`src/rtl/trap_pkg.sv`:
```
// -----------------------------------------------------------------------------
// trap_pkg
// Shared definitions for the machine-mode trap/return sequencer:
//   - mcause encodings for every trap cause the sequencer can take
//   - mstatus / mie bit positions used for interrupt gating
//   - sequencer state encoding
//   - the event descriptor captured on the detecting edge
// -----------------------------------------------------------------------------
package trap_pkg;

    localparam int DATA_W = 32;

    // mcause values; bit 31 set marks an interrupt.
    localparam logic [DATA_W-1:0] CAUSE_ILLEGAL = 32'd2;
    localparam logic [DATA_W-1:0] CAUSE_BREAK   = 32'd3;
    localparam logic [DATA_W-1:0] CAUSE_LD_MIS  = 32'd4;
    localparam logic [DATA_W-1:0] CAUSE_ST_MIS  = 32'd6;
    localparam logic [DATA_W-1:0] CAUSE_ECALL_M = 32'd11;
    localparam logic [DATA_W-1:0] CAUSE_MTI     = 32'h8000_0007;
    localparam logic [DATA_W-1:0] CAUSE_MEI     = 32'h8000_000B;

    // mstatus bit positions
    localparam int MSTATUS_MIE  = 3;
    localparam int MSTATUS_MPIE = 7;
    // mie bit positions
    localparam int MIE_MTIE     = 7;
    localparam int MIE_MEIE     = 11;

    typedef enum logic [1:0] {
        ST_IDLE  = 2'd0,
        ST_HOLD  = 2'd1,
        ST_FIRE  = 2'd2,
        ST_DRAIN = 2'd3
    } state_t;

    // Captured event: kind (trap or mret) plus the CSR values a trap writes.
    typedef struct packed {
        logic              is_mret;
        logic [DATA_W-1:0] cause;
        logic [DATA_W-1:0] epc;
        logic [DATA_W-1:0] tval;
    } trap_desc_t;

endpackage

```
`src/rtl/trap_prio.sv`:
```
// -----------------------------------------------------------------------------
// trap_prio
// Purely combinational priority encoder that picks one event from the MEM-stage
// exception flags, MRET and the enabled interrupt lines.
// Priority (highest first): ext int, timer int, illegal, ebreak, ecall,
// load misaligned, store misaligned, mret.
//
// Ports:
//   valid                  MEM instruction valid / retiring
//   pc, inst, addr         MEM-stage PC, instruction word, effective address
//   exc_*                  exception flags
//   is_mret                MEM instruction is MRET
//   irq_timer, irq_ext     level interrupt requests
//   mstatus, mie           current CSR values used for interrupt gating
//   take                   an event is present
//   take_mret              the chosen event is an MRET (no trap)
//   cause, tval            mcause / mtval for the chosen trap (0 for mret)
// -----------------------------------------------------------------------------
module trap_prio
    import trap_pkg::*;
#(
    parameter int XLEN = 32
) (
    input  logic            valid,
    input  logic [XLEN-1:0] pc,
    input  logic [XLEN-1:0] inst,
    input  logic [XLEN-1:0] addr,
    input  logic            exc_illegal,
    input  logic            exc_ecall,
    input  logic            exc_ebreak,
    input  logic            exc_ld_mis,
    input  logic            exc_st_mis,
    input  logic            is_mret,
    input  logic            irq_timer,
    input  logic            irq_ext,
    input  logic [XLEN-1:0] mstatus,
    input  logic [XLEN-1:0] mie,
    output logic            take,
    output logic            take_mret,
    output logic [XLEN-1:0] cause,
    output logic [XLEN-1:0] tval
);

    logic irq_glb_en;
    logic ext_hit;
    logic tim_hit;

    assign irq_glb_en = mstatus[MSTATUS_MIE];
    assign ext_hit    = irq_glb_en && irq_ext   && mie[MIE_MEIE];
    assign tim_hit    = irq_glb_en && irq_timer && mie[MIE_MTIE];

    // Only single bits of mstatus/mie matter here.
    logic unused_csr_bits;
    assign unused_csr_bits = ^{mstatus, mie};

    always_comb begin
        // NOTE: every output gets a default before the if-chain so no path
        // leaves a signal unassigned, which would infer a latch.
        take      = 1'b0;
        take_mret = 1'b0;
        cause     = '0;
        tval      = '0;
        if (valid) begin
            if (ext_hit) begin
                take  = 1'b1;
                cause = CAUSE_MEI;
            end else if (tim_hit) begin
                take  = 1'b1;
                cause = CAUSE_MTI;
            end else if (exc_illegal) begin
                take  = 1'b1;
                cause = CAUSE_ILLEGAL;
                tval  = inst;
            end else if (exc_ebreak) begin
                take  = 1'b1;
                cause = CAUSE_BREAK;
                tval  = pc;
            end else if (exc_ecall) begin
                take  = 1'b1;
                cause = CAUSE_ECALL_M;
            end else if (exc_ld_mis) begin
                take  = 1'b1;
                cause = CAUSE_LD_MIS;
                tval  = addr;
            end else if (exc_st_mis) begin
                take  = 1'b1;
                cause = CAUSE_ST_MIS;
                tval  = addr;
            end else if (is_mret) begin
                take      = 1'b1;
                take_mret = 1'b1;
            end
        end
    end

endmodule

```
`src/rtl/trap_ctrl.sv`:
```
// -----------------------------------------------------------------------------
// trap_ctrl
// Trap/return sequencer upstream of the machine-mode CSR file. Picks one event
// from the retiring MEM-stage instruction and the interrupt lines, waits out
// any in-flight CSR write, then issues a one-cycle trap or mret strobe together
// with flush and PC redirect, followed by FLUSH_HOLD cycles of drain.
//
// Parameters:
//   XLEN        datapath width (32)
//   FLUSH_HOLD  drain cycles after the redirect (1..3)
//
// Optional build macro:
//   TRAP_VECTORED_MTVEC_EN  when defined, interrupts with mtvec[1:0]=01 vector
//                           to base + 4*cause[3:0]; otherwise direct mode only.
//
// Ports:
//   clk, rst                     clock; synchronous active-low reset
//   mem_valid/pc/inst/addr       retiring MEM-stage instruction
//   exc_*, is_mret               exception flags and MRET marker
//   irq_timer, irq_ext           level interrupt requests
//   csr_w                        CSR-instruction write in progress
//   mstatus, mie, mtvec, mepc,
//   mcause_cur, mtval_cur        current CSR values
//   trap, mret                   one-cycle strobes to the CSR file
//   mepc_in, mcause_in, mtval_in values the CSR file latches on the strobe
//   redirect, redirect_pc        PC redirect strobe and target
//   flush                        kill IF/ID/EX/MEM
//   stall                        freeze pipeline while an event is held
// -----------------------------------------------------------------------------
module trap_ctrl
    import trap_pkg::*;
#(
    parameter int XLEN       = 32,
    parameter int FLUSH_HOLD = 1
) (
    input  logic            clk,
    input  logic            rst,
    input  logic            mem_valid,
    input  logic [XLEN-1:0] mem_pc,
    input  logic [XLEN-1:0] mem_inst,
    input  logic [XLEN-1:0] mem_addr,
    input  logic            exc_illegal,
    input  logic            exc_ecall,
    input  logic            exc_ebreak,
    input  logic            exc_ld_mis,
    input  logic            exc_st_mis,
    input  logic            is_mret,
    input  logic            irq_timer,
    input  logic            irq_ext,
    input  logic            csr_w,
    input  logic [XLEN-1:0] mstatus,
    input  logic [XLEN-1:0] mie,
    input  logic [XLEN-1:0] mtvec,
    input  logic [XLEN-1:0] mepc,
    input  logic [XLEN-1:0] mcause_cur,
    input  logic [XLEN-1:0] mtval_cur,
    output logic            trap,
    output logic            mret,
    output logic [XLEN-1:0] mepc_in,
    output logic [XLEN-1:0] mcause_in,
    output logic [XLEN-1:0] mtval_in,
    output logic            redirect,
    output logic [XLEN-1:0] redirect_pc,
    output logic            flush,
    output logic            stall
);

    state_t          state;
    state_t          state_nxt;
    trap_desc_t      desc;
    logic [1:0]      drain_cnt;

    logic            p_take;
    logic            p_mret;
    logic [XLEN-1:0] p_cause;
    logic [XLEN-1:0] p_tval;
    logic            capture;
    logic [XLEN-1:0] trap_base;
    logic [XLEN-1:0] trap_target;

    trap_prio #(.XLEN(XLEN)) u_prio (
        .valid       (mem_valid),
        .pc          (mem_pc),
        .inst        (mem_inst),
        .addr        (mem_addr),
        .exc_illegal (exc_illegal),
        .exc_ecall   (exc_ecall),
        .exc_ebreak  (exc_ebreak),
        .exc_ld_mis  (exc_ld_mis),
        .exc_st_mis  (exc_st_mis),
        .is_mret     (is_mret),
        .irq_timer   (irq_timer),
        .irq_ext     (irq_ext),
        .mstatus     (mstatus),
        .mie         (mie),
        .take        (p_take),
        .take_mret   (p_mret),
        .cause       (p_cause),
        .tval        (p_tval)
    );

    // Events are only accepted in IDLE; HOLD/FIRE/DRAIN keep the descriptor.
    assign capture   = (state == ST_IDLE) && p_take;
    assign trap_base = {mtvec[XLEN-1:2], 2'b00};

`ifdef TRAP_VECTORED_MTVEC_EN
    // Only interrupts vector; synchronous exceptions always use the base.
    assign trap_target = (mtvec[1:0] == 2'b01 && desc.cause[XLEN-1])
                       ? trap_base + XLEN'({desc.cause[3:0], 2'b00})
                       : trap_base;
`else
    assign trap_target = trap_base;
    logic unused_mtvec_mode;
    assign unused_mtvec_mode = ^mtvec[1:0];
`endif

    always_ff @(posedge clk) begin
        if (!rst) begin
            // NOTE: state and descriptor use non-blocking assignments so every
            // register samples pre-edge values regardless of statement order.
            state     <= ST_IDLE;
            // NOTE: the descriptor is reset even though FIRE is unreachable
            // without a fresh capture; it keeps post-reset state deterministic.
            desc      <= '0;
            drain_cnt <= '0;
        end else begin
            state <= state_nxt;
            if (capture) begin
                desc.is_mret <= p_mret;
                desc.cause   <= p_cause;
                desc.epc     <= mem_pc;
                desc.tval    <= p_tval;
            end
            // Counter is armed in FIRE so DRAIN lasts exactly FLUSH_HOLD cycles.
            if (state == ST_FIRE) begin
                drain_cnt <= 2'(FLUSH_HOLD - 1);
            end else if (state == ST_DRAIN && drain_cnt != 2'd0) begin
                drain_cnt <= drain_cnt - 2'd1;
            end
        end
    end

    always_comb begin
        state_nxt   = state;
        trap        = 1'b0;
        mret        = 1'b0;
        redirect    = 1'b0;
        flush       = 1'b0;
        stall       = 1'b0;
        redirect_pc = '0;
        mepc_in     = '0;
        mcause_in   = '0;
        mtval_in    = '0;
        case (state)
            ST_IDLE: begin
                // A CSR write in the same cycle would overwrite the strobe's
                // effect, so park in HOLD until it is gone.
                if (p_take) begin
                    state_nxt = csr_w ? ST_HOLD : ST_FIRE;
                end
            end
            ST_HOLD: begin
                stall = 1'b1;
                if (!csr_w) begin
                    state_nxt = ST_FIRE;
                end
            end
            ST_FIRE: begin
                flush     = 1'b1;
                redirect  = 1'b1;
                state_nxt = ST_DRAIN;
                if (desc.is_mret) begin
                    // Feed current values back so MRET leaves the CSRs intact.
                    mret        = 1'b1;
                    redirect_pc = mepc;
                    mepc_in     = mepc;
                    mcause_in   = mcause_cur;
                    mtval_in    = mtval_cur;
                end else begin
                    trap        = 1'b1;
                    redirect_pc = trap_target;
                    mepc_in     = desc.epc;
                    mcause_in   = desc.cause;
                    mtval_in    = desc.tval;
                end
            end
            ST_DRAIN: begin
                flush = 1'b1;
                if (drain_cnt == 2'd0) begin
                    state_nxt = ST_IDLE;
                end
            end
            default: state_nxt = ST_IDLE;
        endcase
    end

endmodule
```
`config.mk`:
```
export PLATFORM = sky130hd
export DESIGN_NAME = trap_ctrl
export DESIGN_NICKNAME = d
export VERILOG_FILES = /design/src/rtl/trap_pkg.sv /design/src/rtl/trap_prio.sv /design/src/rtl/trap_ctrl.sv
export SDC_FILE = /design/constraint.sdc
export NUM_CORES = 1
export LEC_CHECK = 0
export CAP_MARGIN = 20
export CORE_AREA = 2 2 167 169
export DETAILED_ROUTE_END_ITERATION = 16
export DIE_AREA = 0 0 169 171
export GPL_TIMING_DRIVEN = 0
export PLACE_DENSITY = 0.65
export SYNTH_ARGS = -nofsm -noshare
export SYNTH_HDL_FRONTEND = slang
export SYNTH_SLANG_ARGS = --single-unit
```
`constraint.sdc`:
```
create_clock -name clk -period 4.5 [get_ports clk]
set_input_delay 0.675 -clock clk [delete_from_list [all_inputs] [get_ports clk]]
set_output_delay 0.675 -clock clk [all_outputs]
set_load 0.005 [all_outputs]
```
==> reports/qor.log <==
qor: yosys.syn-cell-area 0.00532 mm^2
qor: yosys.synth_net_count 997
qor: yosys.synth-async-reset-ratio 0%
qor: placement.gp_congestion 0.819
qor: route.detail_route.iter0.violations 331
qor: min_path.hp-class reg2reg
qor: status.status complete, no violations
qor: clock_tree.tritoncts yes
qor: yosys.synth_sequential_area_ratio 27.8%
qor: global_routing.global_route.overflow_total 0
qor: floorplan.overall_die_height 171 um
qor: timing.grt_setup_unrepaired false
qor: clock_tree.cts.path.max_buffers 2
qor: yosys.syn_inst 691
qor: timing.relSlewSlack 36.8%
qor: floorplan.starting_density_of_the_core 19.5%
qor: yosys.synth_top_cells_by_count sky130_fd_sc_hd__dfxtp_1, sky130_fd_sc_hd__nand2_1, sky130_fd_sc_hd__nand2b_1
qor: route.num_vias 6548
qor: yosys.synth_unique_cells 43
qor: cells_and_area.area.sequential 0.00148 mm^2
qor: floorplan.core_area 0.0273 mm^2
qor: floorplan.die-area 0.0289 mm^2
qor: worst_setup_path.worst_path_most_repeated_cell sky130_fd_sc_hd__clkbuf_1
qor: route.via_per_inst 4.60
qor: global_routing.grt_antenna_before_repair 2
qor: timing.fmaxAchievable 255 MHz
qor: cells_and_area.layout-drive-gt1-share 4.28%
qor: yosys.ys_dominant_reg_cell sky130_fd_sc_hd__dfxtp_1
qor: timing.part_of_the_cycle_the_worst_path_needs 87.3%
qor: timing.finalSetupTns 0 ps
qor: placement.place_inst 1405
qor: worst_setup_path.crit_path_max_incr_delay 700 ps
qor: cells_and_area.multi_input_area 0.00349 mm^2
qor: clock_tree.cts_buffers 9
qor: clock_tree.clock_sink_count 74
qor: route.routedWlPerCell 19.2 um
qor: floorplan.die_width 169 um
qor: worst_setup_path.cp.arrival 3250 ps
qor: route.dr.pass1.iters 5
qor: global_routing.track_usage 18.1%
qor: yosys.post-synth-top-area-fraction 27.8%
qor: yosys.synthesis.area_per_instance 7.70 um^2
qor: timing.worst_clock_skew 10.0 ps
qor: yosys.yosys_warnings 0
qor: clock_tree.ctsHoldBuffers 0
qor: yosys.postSynthRegisterBits 74
qor: global_routing.grt_pass1_wl 39.5 mm
qor: cells_and_area.instances_no_fill 1422
qor: flow_run.number_of_maximum_capacitance_violations 0
qor: timing.report.final.setup_viol 0
qor: cells_and_area.fill_cells 2848
qor: worst_setup_path.cp-start-kind flip-flop
qor: floorplan.std_cell_rows 61
qor: timing.report.final.hold_viol_count 0
qor: clock_tree.cts_repair_resize_count 0
qor: route.route.final.wire_length 27.2 mm
qor: worst_setup_path.cp_data_required_time 3830 ps
qor: placement.place.detailed.hpwl 22.6 mm
qor: placement.port-buffer-count 368
qor: clock_tree.maximum_level_of_the_cts_h_tree 3
qor: power.peakVddDrop 0.145 mV
qor: yosys.synth_top_area_cell sky130_fd_sc_hd__dfxtp_1
qor: cells_and_area.area_growth 83.3%
qor: power.power.density 263 mW/mm^2
qor: clock_tree.clk_pin_slew 60 ps
qor: yosys.dominant_cell_by_count_in_the_synthesized_netlist sky130_fd_sc_hd__dfxtp_1
qor: yosys.synth-edff-count 0
qor: yosys.synth.area.top_cells sky130_fd_sc_hd__dfxtp_1, sky130_fd_sc_hd__a21boi_0, sky130_fd_sc_hd__mux2i_1, sky130_fd_sc_hd__nand2b_1, sky130_fd_sc_hd__a221oi_1
qor: power.power_leakage 3.37 nW
qor: worst_setup_path.crit_path_max_delay_cell_type sky130_fd_sc_hd__clkbuf_1
qor: route.route.detailed.drc 0
qor: worst_setup_path.worst_path_bufs_invs 4
qor: global_routing.largest_net_degree_at_the_start_of_global_routing 14
qor: worst_setup_path.crit_path_cell_trace inv_1 -> ha_1 -> clkbuf_1 -> clkbuf_1 -> nor2b_1 -> clkdlybuf4s50_1
qor: clock_tree.clock_latency 340 ps
qor: floorplan.ioPinCount 433
qor: worst_setup_path.timing.critical_path.max_delay_family buffers and inverters
qor: timing.slew_limit_fails 0
qor: route.postRouteAntennaNets 0
qor: cells_and_area.nets 1376
qor: global_routing.grt_pass1_vias 6568
qor: timing.tightest_slew 948 ps
qor: clock_tree.clock-root-buffer sky130_fd_sc_hd__clkbuf_16
qor: worst_setup_path.cp-end-kind primary output
qor: worst_setup_path.critPathMaxFanout 10
qor: clock_tree.post_cts.repair.setup_buffers 0
qor: timing.final_period_minus_worst_setup_slack 3930 ps
qor: worst_setup_path.crit_type reg2out
==> kinds of logic after synthesis <==
| logic type | after synthesis | share of synthesized area, % |
|---|---|---|
| XOR/XNOR | 1 | 0.165 |
| flip-flops | 74 | 27.8 |
| adder cells (fa/ha/maj) | 6 | 1.41 |
| AND/OR/NAND/NOR | 277 | 27.4 |
| multiplexers | 39 | 7.34 |
| AO/OA/AOI/OAI | 216 | 29.3 |
| buffers and inverters | 78 | 6.54 |
==> metrics by stage <==
stage               utilization [%]  setup WS [ps]  area [um^2]  total power, mW  hold slack, ps
floorplan                         -           2460         5320             1.25             432
global placement               34.5            769         9440             1.82             447
detailed placement             34.5            808         9440             1.83             450
CTS                            35.7            430         9750             2.60             472
global route                   35.7            286         9750             2.72             487
finish                         35.7            574         9750             2.57             471
==> per-layer routing <==
metal	GRT usage, %	vias to the layer above	share of wire (%)
met5	0	-	0.040
met4	4.98	2	2.1
met3	3.98	32	6.2
met2	31.8	240	48
met1	22.2	3042	43
li1	-	3232	-
==> placed cells by master, fill, tap and decap left out, types with 2 or more instances in the layout <==
| cell type | instances |
|---|---|
| sky130_fd_sc_hd__a211oi_1 | 2 |
| sky130_fd_sc_hd__a21boi_0 | 60 |
| sky130_fd_sc_hd__a21o_1 | 2 |
| sky130_fd_sc_hd__a21oi_1 | 38 |
| sky130_fd_sc_hd__a221oi_1 | 32 |
| sky130_fd_sc_hd__a311oi_1 | 2 |
| sky130_fd_sc_hd__a31oi_1 | 2 |
| sky130_fd_sc_hd__and2_1 | 3 |
| sky130_fd_sc_hd__and3_1 | 30 |
| sky130_fd_sc_hd__buf_1 | 3 |
| sky130_fd_sc_hd__buf_2 | 17 |
| sky130_fd_sc_hd__buf_6 | 4 |
| sky130_fd_sc_hd__clkbuf_1 | 43 |
| sky130_fd_sc_hd__clkbuf_16 | 9 |
| sky130_fd_sc_hd__clkbuf_8 | 2 |
| sky130_fd_sc_hd__clkdlybuf4s50_1 | 368 |
| sky130_fd_sc_hd__clkinv_4 | 2 |
| sky130_fd_sc_hd__dfxtp_1 | 74 |
| sky130_fd_sc_hd__ha_1 | 6 |
| sky130_fd_sc_hd__inv_1 | 10 |
| sky130_fd_sc_hd__mux2i_1 | 39 |
| sky130_fd_sc_hd__nand2_1 | 64 |
| sky130_fd_sc_hd__nand2b_1 | 62 |
| sky130_fd_sc_hd__nand3_1 | 34 |
| sky130_fd_sc_hd__nor2_1 | 38 |
| sky130_fd_sc_hd__nor2b_1 | 39 |
| sky130_fd_sc_hd__o211ai_1 | 2 |
| sky130_fd_sc_hd__o21ai_0 | 34 |
| sky130_fd_sc_hd__o2bb2ai_1 | 32 |
| sky130_fd_sc_hd__o41ai_1 | 2 |
==> area by class of cell <==
| class | instances | area share, % |
|---|---|---|
| antenna | 1 | 0.0257 |
| buffer | 68 | 3.18 |
| timing repair buffer | 368 | 37.8 |
| tap | 346 | 4.44 |
| multi-input combinational | 539 | 35.8 |
| inverter | 10 | 0.385 |
| sequential | 74 | 15.2 |
| clock inverter | 5 | 0.629 |
| clock buffer | 11 | 2.59 |
==> power by group <==
| group | internal [mW] | total (mW) | switching (mW) |
|---|---|---|---|
| Sequential | 0.726 | 0.772 | 0.0461 |
| Combinational | 0.554 | 1.03 | 0.479 |
| Clock | 0.463 | 0.765 | 0.302 |
| Total | 1.74 | 2.57 | 0.827 |
==> sequential cells by signal (all words and copies together) (netlist names) <==
register and flops:
desc 70, state 2, drain_cnt 2
==> worst paths after layout <==
| kind | startpoint | endpoint | slack, ps | cells past startpoint |
|---|---|---|---|---|
| min reg2reg | desc[22] | desc[22] | 470 | 1 |
| max | state[0] | mtval_in[30] | 570 | 6 |
| max reg2reg | desc[96] | desc[96] | 2390 | 4 |
| min | desc[22] | desc[22] | 470 | 1 |
Power figures use the tool's default switching activity.
